===== config.mk =====
export PLATFORM = sky130hd
export DESIGN_NAME = mmap_lsu_flat
export DESIGN_NICKNAME = d
export VERILOG_FILES = /design/src/rtl/mmap_lsu_if.sv /design/src/rtl/mmap_lsu.sv /design/src/flat_wrapper.sv
export SDC_FILE = /design/constraint.sdc
export NUM_CORES = 1
export LEC_CHECK = 0
export BUFFER_PORTS_ARGS = -buffer_cell sky130_fd_sc_hd__buf_4
export CAP_MARGIN = 10
export CORE_MARGIN = 2
export CORE_UTILIZATION = 50
export CTS_CLUSTER_SIZE = 16
export DETAILED_ROUTE_END_ITERATION = 6
export PLACE_DENSITY = 0.77
export SLEW_MARGIN = 25
export SYNTH_ARGS = -nofsm -noshare
export SYNTH_HDL_FRONTEND = slang
export SYNTH_SLANG_ARGS = --single-unit
export TNS_END_PERCENT = 1

===== constraint.sdc =====
create_clock -name clk -period 3.05 [get_ports clk]
set_input_delay 0.1525 -clock clk [delete_from_list [all_inputs] [get_ports clk]]
set_output_delay 0.1525 -clock clk [all_outputs]
set_load 0.005 [all_outputs]

===== src/rtl/mmap_lsu_if.sv =====
// Memory-mapped region bus: the CPU side issues single-cycle accesses and the
// region answers combinationally in the same cycle.
interface mmap_region #(
    parameter int ADDR_W = 24
);
    logic              rw_request;
    logic              is_write;
    logic              request_exec;
    logic [ADDR_W-1:2] addr;
    logic [31:0]       write_word;
    logic [3:0]        byte_en;
    logic [31:0]       read_word;
    logic              word_level_io;
    logic              fault_read;
    logic              fault_write;
    logic              fault_einval;

    modport CPU (
        output rw_request, is_write, request_exec, addr, write_word, byte_en,
        input  read_word, word_level_io, fault_read, fault_write, fault_einval
    );

    modport MEM (
        input  rw_request, is_write, request_exec, addr, write_word, byte_en,
        output read_word, word_level_io, fault_read, fault_write, fault_einval
    );
endinterface


===== src/rtl/mmap_lsu.sv =====
// Data-side load/store unit: one access at a time, read-modify-write emulation of
// sub-word stores on word-only regions, fault cause mapping and sticky fault address.
module mmap_lsu #(
    parameter int ADDR_W = 24
) (
    input  logic              clk,
    input  logic              rst_n,
    input  logic              req_valid,
    output logic              req_ready,
    input  logic              req_write,
    input  logic [1:0]        req_size,
    input  logic              req_signed,
    input  logic [ADDR_W-1:0] req_addr,
    input  logic [31:0]       req_wdata,
    output logic              resp_valid,
    output logic [31:0]       resp_rdata,
    output logic [1:0]        resp_cause,
    output logic              fault_pending,
    output logic [ADDR_W-1:0] fault_addr,
    input  logic              fault_clear,
    mmap_region.CPU           bus
);

    typedef enum logic [1:0] {IDLE, ACCESS, RMW_WR, RESP} state_t;

    state_t            state_q, state_d;
    logic              write_q, write_d;
    logic [1:0]        size_q, size_d;
    logic              signed_q, signed_d;
    logic [ADDR_W-1:0] addr_q, addr_d;
    logic [31:0]       wdata_q, wdata_d;
    logic [31:0]       merged_q, merged_d;
    logic [31:0]       resp_rdata_q, resp_rdata_d;
    logic [1:0]        resp_cause_q, resp_cause_d;
    logic              fault_pending_q, fault_pending_d;
    logic [ADDR_W-1:0] fault_addr_q, fault_addr_d;

    logic [3:0]        lane_be;
    logic [31:0]       lane_data;
    logic              rmw_read;
    logic              cyc_write;
    logic [1:0]        cyc_cause;
    logic              fault_evt;
    logic [ADDR_W-1:0] fault_evt_addr;
    logic              misaligned;

    function automatic logic [31:0] load_extract(input logic [31:0] word, input logic [1:0] size,
                                                 input logic [1:0] a, input logic sgn);
        logic [7:0]  b;
        logic [15:0] h;
        b = word[8*a +: 8];
        h = a[1] ? word[31:16] : word[15:0];
        case (size)
            2'd0:    return sgn ? {{24{b[7]}}, b} : {24'd0, b};
            2'd1:    return sgn ? {{16{h[15]}}, h} : {16'd0, h};
            default: return word;
        endcase
    endfunction

    function automatic logic [31:0] lane_merge(input logic [31:0] old_word, input logic [31:0] new_word,
                                               input logic [3:0] be);
        logic [31:0] m;
        for (int i = 0; i < 4; i++) begin
            m[8*i +: 8] = be[i] ? new_word[8*i +: 8] : old_word[8*i +: 8];
        end
        return m;
    endfunction

    always_comb begin
        case (size_q)
            2'd0:    lane_be = 4'b0001 << addr_q[1:0];
            2'd1:    lane_be = addr_q[1] ? 4'b1100 : 4'b0011;
            default: lane_be = 4'b1111;
        endcase
        case (size_q)
            2'd0:    lane_data = {4{wdata_q[7:0]}};
            2'd1:    lane_data = {2{wdata_q[15:0]}};
            default: lane_data = wdata_q;
        endcase
    end

    // The read phase of an RMW store is only known once the region answers.
    assign rmw_read = (state_q == ACCESS) && write_q && (size_q != 2'd2) && bus.word_level_io;

    always_comb begin
        bus.rw_request   = 1'b0;
        bus.is_write     = 1'b0;
        bus.request_exec = 1'b0;
        bus.addr         = '0;
        bus.write_word   = 32'd0;
        bus.byte_en      = 4'd0;
        cyc_write        = 1'b0;
        case (state_q)
            ACCESS: begin
                cyc_write        = write_q && !rmw_read;
                bus.rw_request   = 1'b1;
                bus.is_write     = cyc_write;
                bus.addr         = addr_q[ADDR_W-1:2];
                bus.write_word   = lane_data;
                bus.byte_en      = lane_be;
            end
            RMW_WR: begin
                cyc_write        = 1'b1;
                bus.rw_request   = 1'b1;
                bus.is_write     = 1'b1;
                bus.addr         = addr_q[ADDR_W-1:2];
                bus.write_word   = merged_q;
                bus.byte_en      = 4'b1111;
            end
            default: ;
        endcase
    end

    always_comb begin
        cyc_cause = 2'd0;
        if (bus.fault_einval) begin
            cyc_cause = 2'd3;
        end else if (cyc_write ? bus.fault_write : bus.fault_read) begin
            cyc_cause = write_q ? 2'd2 : 2'd1;
        end
    end

    assign misaligned = (req_size == 2'd3) ||
                        (req_size == 2'd1 && req_addr[0]) ||
                        (req_size == 2'd2 && req_addr[1:0] != 2'd0);

    always_comb begin
        state_d         = state_q;
        write_d         = write_q;
        size_d          = size_q;
        signed_d        = signed_q;
        addr_d          = addr_q;
        wdata_d         = wdata_q;
        merged_d        = merged_q;
        resp_rdata_d    = resp_rdata_q;
        resp_cause_d    = resp_cause_q;
        fault_pending_d = fault_pending_q;
        fault_addr_d    = fault_addr_q;
        fault_evt       = 1'b0;
        fault_evt_addr  = addr_q;

        case (state_q)
            IDLE: begin
                if (req_valid) begin
                    write_d        = req_write;
                    size_d         = req_size;
                    signed_d       = req_signed;
                    addr_d         = req_addr;
                    wdata_d        = req_wdata;
                    fault_evt_addr = req_addr;
                    if (misaligned) begin
                        state_d      = RESP;
                        resp_rdata_d = 32'd0;
                        resp_cause_d = 2'd3;
                        fault_evt    = 1'b1;
                    end else begin
                        state_d = ACCESS;
                    end
                end
            end
            ACCESS: begin
                if (cyc_cause != 2'd0) begin
                    state_d      = RESP;
                    resp_rdata_d = 32'd0;
                    resp_cause_d = cyc_cause;
                    fault_evt    = 1'b1;
                end else if (rmw_read) begin
                    merged_d = lane_merge(bus.read_word, lane_data, lane_be);
                    state_d  = RMW_WR;
                end else begin
                    state_d      = RESP;
                    resp_rdata_d = write_q ? 32'd0
                                           : load_extract(bus.read_word, size_q, addr_q[1:0], signed_q);
                    resp_cause_d = 2'd0;
                end
            end
            RMW_WR: begin
                state_d      = RESP;
                resp_rdata_d = 32'd0;
                resp_cause_d = cyc_cause;
                fault_evt    = (cyc_cause != 2'd0);
            end
            default: state_d = IDLE;
        endcase

        // A fault arriving with a clear still wins, so it is never lost.
        if (fault_evt && (!fault_pending_q || fault_clear)) begin
            fault_pending_d = 1'b1;
            fault_addr_d    = fault_evt_addr;
        end else if (fault_clear) begin
            fault_pending_d = 1'b0;
        end
    end

    always_ff @(posedge clk or negedge rst_n) begin
        if (!rst_n) begin
            state_q         <= IDLE;
            write_q         <= 1'b0;
            size_q          <= 2'd0;
            signed_q        <= 1'b0;
            addr_q          <= '0;
            wdata_q         <= 32'd0;
            merged_q        <= 32'd0;
            resp_rdata_q    <= 32'd0;
            resp_cause_q    <= 2'd0;
            fault_pending_q <= 1'b0;
            fault_addr_q    <= '0;
        end else begin
            state_q         <= state_d;
            write_q         <= write_d;
            size_q          <= size_d;
            signed_q        <= signed_d;
            addr_q          <= addr_d;
            wdata_q         <= wdata_d;
            merged_q        <= merged_d;
            resp_rdata_q    <= resp_rdata_d;
            resp_cause_q    <= resp_cause_d;
            fault_pending_q <= fault_pending_d;
            fault_addr_q    <= fault_addr_d;
        end
    end

    assign req_ready     = (state_q == IDLE);
    assign resp_valid    = (state_q == RESP);
    assign resp_rdata    = resp_rdata_q;
    assign resp_cause    = resp_cause_q;
    assign fault_pending = fault_pending_q;
    assign fault_addr    = fault_addr_q;

endmodule


===== src/flat_wrapper.sv =====
// flat-port wrapper written by rule: the top's interface ports become plain ports
module mmap_lsu_flat 
#(
    parameter int ADDR_W = 24
)
  (clk, rst_n, req_valid, req_ready, req_write, req_size, req_signed, req_addr, req_wdata, resp_valid, resp_rdata, resp_cause, fault_pending, fault_addr, fault_clear, bus_rw_request, bus_is_write, bus_request_exec, bus_addr, bus_write_word, bus_byte_en, bus_read_word, bus_word_level_io, bus_fault_read, bus_fault_write, bus_fault_einval);
  mmap_region #(.ADDR_W(ADDR_W)) bus_i ();
  input  logic clk;
  input  logic rst_n;
  input  logic req_valid;
  output logic req_ready;
  input  logic req_write;
  input  logic [1:0] req_size;
  input  logic req_signed;
  input  logic [ADDR_W-1:0] req_addr;
  input  logic [31:0] req_wdata;
  output logic resp_valid;
  output logic [31:0] resp_rdata;
  output logic [1:0] resp_cause;
  output logic fault_pending;
  output logic [ADDR_W-1:0] fault_addr;
  input  logic fault_clear;
  output wire logic [$bits(bus_i.rw_request)-1:0] bus_rw_request;
  output wire logic [$bits(bus_i.is_write)-1:0] bus_is_write;
  output wire logic [$bits(bus_i.request_exec)-1:0] bus_request_exec;
  output wire logic [$bits(bus_i.addr)-1:0] bus_addr;
  output wire logic [$bits(bus_i.write_word)-1:0] bus_write_word;
  output wire logic [$bits(bus_i.byte_en)-1:0] bus_byte_en;
  input wire logic [$bits(bus_i.read_word)-1:0] bus_read_word;
  input wire logic [$bits(bus_i.word_level_io)-1:0] bus_word_level_io;
  input wire logic [$bits(bus_i.fault_read)-1:0] bus_fault_read;
  input wire logic [$bits(bus_i.fault_write)-1:0] bus_fault_write;
  input wire logic [$bits(bus_i.fault_einval)-1:0] bus_fault_einval;
  assign bus_rw_request = bus_i.rw_request;
  assign bus_is_write = bus_i.is_write;
  assign bus_request_exec = bus_i.request_exec;
  assign bus_addr = bus_i.addr;
  assign bus_write_word = bus_i.write_word;
  assign bus_byte_en = bus_i.byte_en;
  assign bus_i.read_word = bus_read_word;
  assign bus_i.word_level_io = bus_word_level_io;
  assign bus_i.fault_read = bus_fault_read;
  assign bus_i.fault_write = bus_fault_write;
  assign bus_i.fault_einval = bus_fault_einval;
  mmap_lsu #(.ADDR_W(ADDR_W)) u_core (.clk(clk), .rst_n(rst_n), .req_valid(req_valid), .req_ready(req_ready), .req_write(req_write), .req_size(req_size), .req_signed(req_signed), .req_addr(req_addr), .req_wdata(req_wdata), .resp_valid(resp_valid), .resp_rdata(resp_rdata), .resp_cause(resp_cause), .fault_pending(fault_pending), .fault_addr(fault_addr), .fault_clear(fault_clear), .bus(bus_i));
endmodule

==> results of run 1 <==
## logic make-up after synthesis
logic type | synth area share (%)
flops | 49.7
fa+ha+maj | 0.649
mux | 20.2
simple gates | 11.4
other cells | 0.0486
buf+inv | 4.07
compound gates | 13.9
## stage by stage
stage	setup slack, ps	total power [mW]	std cells
finish	371	12.0	1217
global route	210	12.7	1217
CTS	177	11.8	1216
floorplan	517	7.11	755
global placement	584	9.41	1124
detailed placement	477	9.53	1124
## metal layers
metal  vias to the layer above  global-route usage, %  part of all wire, %
met2                       346                   47.3                   48
met5                         -                      0                    0
met4                         0                   13.6                  3.4
met1                      3391                   40.0                   40
met3                        57                   7.47                  8.7
li1                       3162                      -                    -
## final timing paths
kind,startpoint,end,slack (ps),cells past startpoint
worst max-delay path,u_core.size_q[1],bus_byte_en[0],370,7
worst min-delay path,bus_read_word[24],u_core.resp_rdata[24],10,3
worst max register to register,u_core.state_q[0],u_core.resp_rdata[19],440,8
worst min register to register,u_core.resp_rdata[14],u_core.resp_rdata[14],480,2
max in group asynchronous,rst_n,u_core.merged_q[19],1980,3
min in group asynchronous,rst_n,u_core.addr_q[7],270,2
## synthesized netlist by cell type (all sizes together) (11+ instances only)
library cell	instances
o31ai	17
mux2	100
dfrtp	153
a22oi	32
nor2	66
clkbuf	45
mux2i	41
and2	23
nand2	99
inv	23
a21oi	15
o21ai	84
buf	11
## flip-flops by register name, summed over array words and instances, names as in the netlist
name and cells:
u_core.addr_q 24, u_core.fault_addr 24, u_core.fault_pending 1, u_core.merged_q 32
u_core.resp_cause 2, u_core.resp_rdata 32, u_core.signed_q 1, u_core.size_q 2
u_core.state_q 2, u_core.wdata_q 32, u_core.write_q 1
## layout by cell type (no fill, tap or decap), types with 32 or more instances in the layout
master / synthesis / final
sky130_fd_sc_hd__a22oi_1: 32 / 32
sky130_fd_sc_hd__mux2i_1: 41 / 41
sky130_fd_sc_hd__mux2_2: 100 / 100
sky130_fd_sc_hd__nor2_1: 64 / 64
sky130_fd_sc_hd__o21ai_0: 73 / 73
sky130_fd_sc_hd__dfrtp_1: 153 / 153
sky130_fd_sc_hd__buf_4: 2 / 235
sky130_fd_sc_hd__nand2_1: 99 / 98
sky130_fd_sc_hd__dlygate4sd3_1: 0 / 61
## power by group through the flow
stage                     combinational, mW  clock, mW  sequential, mW
after global routing                   6.68       2.32            3.66
after floorplan                        3.76          0            3.35
final                                  6.16       2.22            3.58
after global placement                 5.87          0            3.54
after CTS                              6.08       2.23            3.53
after detailed placement               5.98          0            3.55
## area by class of cell
class	count	area share [%]
tap	188	2.18
clock buffer	19	4.20
antenna	1	0.0232
sequential	153	35.5
inverter	24	0.836
clock inverter	12	1.53
multi-input combinational	522	33.3
timing repair buffer	298	22.3
## worst max-delay path, cell delays in order (launching register included)
cell	delay [ps]
sky130_fd_sc_hd__dfrtp_1	410
sky130_fd_sc_hd__buf_4	340
sky130_fd_sc_hd__nor2_1	90
sky130_fd_sc_hd__and2_1	290
sky130_fd_sc_hd__nor2_2	510
sky130_fd_sc_hd__a21oi_1	140
sky130_fd_sc_hd__nor2_1	170
sky130_fd_sc_hd__buf_4	140
==> results.txt, run 1 <==
The area of all sequential standard cells came out at about 0.0038 sq mm. The post-detailed-placement cell area is around 0.0095 sq mm. The layout has about 1100 filler cells. The period utilization is about 88%. In the post-synthesis netlist, the biggest area contributors are sky130_fd_sc_hd__dfrtp_1 50%, sky130_fd_sc_hd__mux2_2 15%, sky130_fd_sc_hd__mux2i_1 5.3%. The average instance area after synthesis came out at slightly above 10 sq um. After detailed routing, the number of remaining DRC violations is 0.

The number of flops mapped to enable cells by yosys is 0. The number of buffers added by the clock tree synthesis step is 17. The flow ran to the end, and the final reports show no timing, DRC or antenna violations. The largest total area in the synthesized netlist belongs to sky130_fd_sc_hd__dfrtp_1. The H-tree level count came out at 4. The worst ir drop on vdd is approximately 730 uV. Port buffering added 220 buffers.

Combinational cells account for 51.5% of the total power. The total area inside the core boundary comes to between 0.015 and 0.02 sq mm. The via density per instance is between 5 and 6. From synthesis to final layout, the design area changed by 39.7%. After detailed routing, the total wire length is roughly 24000 microns. The area of the die came out at between 0.015 and 0.02 sq mm. The worst setup path is launched from a flop. In this run the worst hold path is classified as input port to flop. The total half-perimeter wirelength after legalization and detailed placement came out at around 16000 microns.

The floorplan has 45 rows. Clock tree synthesis selected as its root buffer the cell sky130_fd_sc_hd__clkbuf_16. The largest clock skew in the final design is 9.86 ps. Net switching is approximately two fifths of the power.

The number of hold buffers added after CTS was 61. The number of synthesized register bits came out at ~150. Data on the critical path is required at its endpoint by between 2000 and 3000 ps. The analysis attributes to cell leakage a power of slightly above 5 nW. The routability congestion estimate from global placement is 0.904. The CTS clock-pin slew for the worst setup and hold paths came out at about 60 ps. Counting along the longest clock path gives a buffer depth of 2. In this run the horizontal extent of the chip is 128 microns. The number of max-slew violations in the final report is 0. The time the final worst path needs with I/O delays and setup is about 2700 ps. The number of nets in the layout is about 1100. Data arrives at the worst endpoint at between 2000 and 3000 ps.

The switching power is 4.75 mW. Across every metal layer, demand over resource in global routing totals approximately 30%. The internal power consumption is roughly 7.2 mW. The number of nets handed over by synthesis was around 860.

The worst pin sits at a relative slew slack of between 30% and 40%. The number of buffers inserted by post-CTS setup repair came out at 0. The post-synthesis cell area is between 0.007 and 0.008 sq mm. The remaining global-route overflow is 0. The timing-limited maximum frequency came out at 0.373 GHz.

The clock network power share is 18.6%. The sum of negative setup slack is 0 ps. For this block, the initial DRC count from the detailed router was ~790. The number of library cell types mapped by synthesis came out at 37. The top cell type's share of synthesized area came out at approximately 50%. The transition time of the tightest slew-check pin came out at about 910 ps. The peak fanout along the critical path is 29. Once detail routing completed, the nets flagged for antenna violations numbered 0. The number of iterations in the first detailed-routing pass is 7. The via count of the first global-routing pass came out at around 6800. The final design utilization came out at 71.1%.

The maximum number of pins on one net before global-route repair is 69. The top-level I/O count is around 220. The average wire per standard cell is between 20 and 25 microns. The initial core utilization came out at 50.9%. In this run the power density over the cells is ~1100 mW/mm^2.

The type of element capturing the critical path is an output pin. The warning count from the yosys run came out at 0. The area of all placed cells without fillers came out at approximately 0.011 sq mm. The multi-input combinational cells in the finished layout cover a total of around 0.0036 sq mm. The tool flagged a number of max-cap violations equal to 0.

Among all flip-flop cells after synthesis, the most frequent one is sky130_fd_sc_hd__dfrtp_1. The number of antenna violations at the first check in global routing came out at 1. The total via count after detailed routing came out at between 6000 and 7000. The sequential cell area fraction in the yosys report is 49.7%. The gate count of the mapped netlist is between 700 and 800. After synthesis, the share of flip-flops with an asynchronous set or reset is between 90% and 100%. The first global-routing pass estimated 37900 microns of wire. Gates resized during post-CTS repair numbered 0. The fraction of final layout cells sized beyond drive strength 1 is 36.6%. The total number of clock tree sinks came out at around 150. The clock latency reported for the late side of the worst-skew pair came out at 440 ps. The count of final hold-check violations came out at 0.

The final number of setup-violating endpoints is 0. Setup repair after global routing left no endpoint under its margin. The die is 128 microns tall. Across all hold checks on the routed design, the worst slack comes to approximately 10 ps. The sequential share of power came out at 29.9%. The critical path is of the flop to output pin type.

TritonCTS built the clock tree.
No activity file was read; power rests on OpenSTA's default activity.
==> run 2: changes to the inputs <==
--- a/config.mk
+++ b/config.mk
@@ -11,7 +11,7 @@
 export CORE_UTILIZATION = 50
 export CTS_CLUSTER_SIZE = 16
 export DETAILED_ROUTE_END_ITERATION = 6
-export PLACE_DENSITY = 0.77
+export PLACE_DENSITY = 0.79
 export SLEW_MARGIN = 25
 export SYNTH_ARGS = -nofsm -noshare
 export SYNTH_HDL_FRONTEND = slang
==> run 2 against run 1 <==
  * Core utilization fell by 0.13 points
  * Count of clock-buffer cells in the layout did not move
  * Via count rose by 0.83%
  * First-iteration DRC count rose by 1.4%
  * Non-clock buffer count rose by 2
  * Sequential share of layout area rose by 0.066 points
  * Clock power fell by 5%
==> results.txt, run 2 (synthesized netlist as in run 1, its figures left out) <==
The flow ran to the end, and the final reports show no timing, DRC or antenna violations. The total number of clock tree sinks came out at 153 (unchanged). The number of max-slew violations in the final report is 0 (unchanged).

The combined global-route utilization of all metal layers came out at 29.8% (-0.46 points). The via density per instance came out at 5.75 (+0.67%). The instance count along the most critical hold path came out at 2 (-1). The internal power consumption came out at 7.16 mW (-0.87%). The post-detailed-routing wire length is 24300 microns (-0.70%). Clock tree synthesis selected as its root buffer the cell sky130_fd_sc_hd__clkbuf_16.

The period utilization came out at 93.2% (+5.4 points). The sum of negative setup slack came out at 0 ps (unchanged). The CTS tree is done. The leakage dissipation is 5.12 nW (-0.28%).

The power density normalized to cell area is 1100 mW/mm^2 (-0.84%). The relative max-transition margin was 44.2% (+4.9 points). The count of cells along the worst register-to-register path is 8 (unchanged).

The wire length of the first global-routing pass is 37400 microns (-1.3%). The peak fanout along the critical path is 49 (+69%). The timing-limited maximum frequency came out at 0.352 GHz (-5.8%). In the layout the commonest cells are 237 x sky130_fd_sc_hd__buf_4, 153 x sky130_fd_sc_hd__dfrtp_1, 100 x sky130_fd_sc_hd__mux2_2. The total half-perimeter wirelength after legalization and detailed placement came to 16200 microns (-0.75%). The fraction of final layout cells sized beyond drive strength 1 came out at 36.6% (about the same). The signal arrival time at the worst endpoint is 2690 ps (+160 ps). The required arrival time at the worst endpoint is 2900 ps (about the same). The DRC violations left is 0 (unchanged).

The worst ir drop on vdd came out at 775 uV (+5.8%). Setup repair after global routing left no endpoint under its margin. STA classifies the critical path endpoint as an output pin. The largest clock skew in the final design came out at 10.2 ps (+0.376 ps).

The initial core utilization is 50.9% (unchanged). The initial detailed-routing violation count is 805 (+1.4%). The count of final hold-check violations is 0 (unchanged). The number of antenna violations at the first check in global routing is 0 (-1). The final design utilization was 71.0% (-0.13 points). The floorplan row count came out at 45 (unchanged). The top-level I/O count is 222 (unchanged). The number of cells after detailed placement came out at 1126 (+0.18%).

The number of diodes added for antenna fixing came out at 0 (-1). The transition time of the tightest slew-check pin came to 838 ps (-69.9 ps). The clock latency reported for the late side of the worst-skew pair was 430 ps (about the same). The library cell used most frequently in the layout, excluding fill and tap cells, is sky130_fd_sc_hd__buf_4. The remaining global-route overflow was 0 (unchanged).

The area of the multi-input gates is 0.00359 sq mm (about the same). STA classifies the critical path startpoint as a flop. The time the final worst path needs with I/O delays and setup is 2840 ps (+165 ps). The maximum number of pins on one net before global-route repair is 89 (+29%). The filler cell count came out at 1079 (-1.5%). The total of cells resized after clock tree synthesis is 0 (unchanged). The final number of setup-violating endpoints came out at 0 (unchanged). The final total power is 11.8 mW (-1.0%). The net switching fraction of the power came out at 39.6% (-0.098 points). The area of all sequential standard cells came to 0.00383 sq mm (unchanged).

The largest buffer count on any clock path is 2 (unchanged). The core box area came out at 0.0151 sq mm (unchanged). The total via count after detailed routing came to 7014 (+0.83%).

The start-to-end type of the worst setup path is flop to output pin. In this run the worst hold path is classified as input port to flop. The post-synthesis to final-layout area growth is 39.4%. The number of buffers inserted by post-CTS setup repair came out at 0 (unchanged). The number of nets in the layout came out at 1122 (+0.18%). The routability congestion estimate from global placement came to 0.918 (+1.6%). The portion of total power attributed to combinational logic is 52.1% (+0.6 points). The average wire per standard cell is 19.9 microns (-0.87%).

The CTS clock-pin slew for the worst setup and hold paths came out at 60 ps (about the same). The switching power is 4.69 mW (-1.3%). The via count of the first global-routing pass is 6966 (+2.2%). The area of the die is 0.0164 sq mm (unchanged). The number of buffers added to fix hold violations after cts is 61 (unchanged). The number of maximum-capacitance constraint violations was 0 (unchanged).

The number of buffers added by the clock tree synthesis step was 17 (unchanged). The die boundary height came to 128 microns (unchanged). The number of buffers inserted by port buffering is 220 (unchanged). The H-tree level count is 4 (unchanged). The sequential share of power is 30.1% (+0.2 points). The number of iterations in the first detailed-routing pass came out at 6 (-1). The width of the die came out at 128 microns (unchanged). The clock network power share came out at 17.8% (-0.8 points). The count of nets left with antenna violations after detail routing is 0 (unchanged). The count of placed standard cells in the final layout, fillers left out is 1219 (+0.16%).
==> run 2: layer usage <==
metal / vias to the layer above / global-route usage, % / part of all wire, %
li1: 3168 / - / -
met1: 3423 / 39.2 / 40
met2: 385 / 47.2 / 48
met3: 38 / 8.14 / 9.7
met4: 0 / 11.2 / 2.5
met5: - / 0 / 0
==> run 2: path summary, 6_finish.rpt <==
path | slack (ps) | start | to
setup / recovery | 210 | u_core.size_q[1] | bus_byte_en[0]
hold / removal | 30 | req_addr[0] | u_core.addr_q[0]
setup reg to reg | 490 | u_core.state_q[0] | u_core.resp_rdata[19]
hold reg to reg | 490 | u_core.resp_rdata[29] | u_core.resp_rdata[29]
max in group asynchronous | 1790 | rst_n | u_core.fault_pending
min in group asynchronous | 350 | rst_n | u_core.wdata_q[23]
==> run 2: metrics by stage <==
step / setup WS (ps) / instance area [sq um] / hold WS, ps
final: 206 / 10800 / 26.8
after global routing: 11.2 / 10800 / 20.3
after CTS: 228 / 10800 / 2.10
after detailed placement: 542 / 9550 / 280
after global placement: 593 / 9550 / 274
after floorplan: 517 / 7710 / -143
==> run 2: area by class of cell <==
cell class	instances	area share [%]
Clock inverter	13	1.35
Multi-Input combinational cell	522	33.4
Sequential cell	153	35.6
Clock buffer	19	4.12
Inverter	24	0.838
Timing Repair Buffer	300	22.5
Tap cell	188	2.19
==> run 2: critical path: stages (launching register included) <==
cell and delay (ps):
sky130_fd_sc_hd__dfrtp_1 360, sky130_fd_sc_hd__buf_4 460, sky130_fd_sc_hd__nor2_1 110, sky130_fd_sc_hd__and2_1 300, sky130_fd_sc_hd__nor2_2 520, sky130_fd_sc_hd__a21oi_1 150
sky130_fd_sc_hd__nor2_1 210, sky130_fd_sc_hd__buf_4 160
==> run 2: power by group through the flow <==
stage | combinational (mW) | clock, mW | sequential, mW
2_1_floorplan | 3.76 | 0 | 3.35
6_report | 6.17 | 2.11 | 3.56
3_3_place_gp | 5.92 | 0 | 3.51
3_5_place_dp | 6.01 | 0 | 3.54
5_1_grt | 6.72 | 2.21 | 3.64
4_1_cts | 6.12 | 2.13 | 3.52
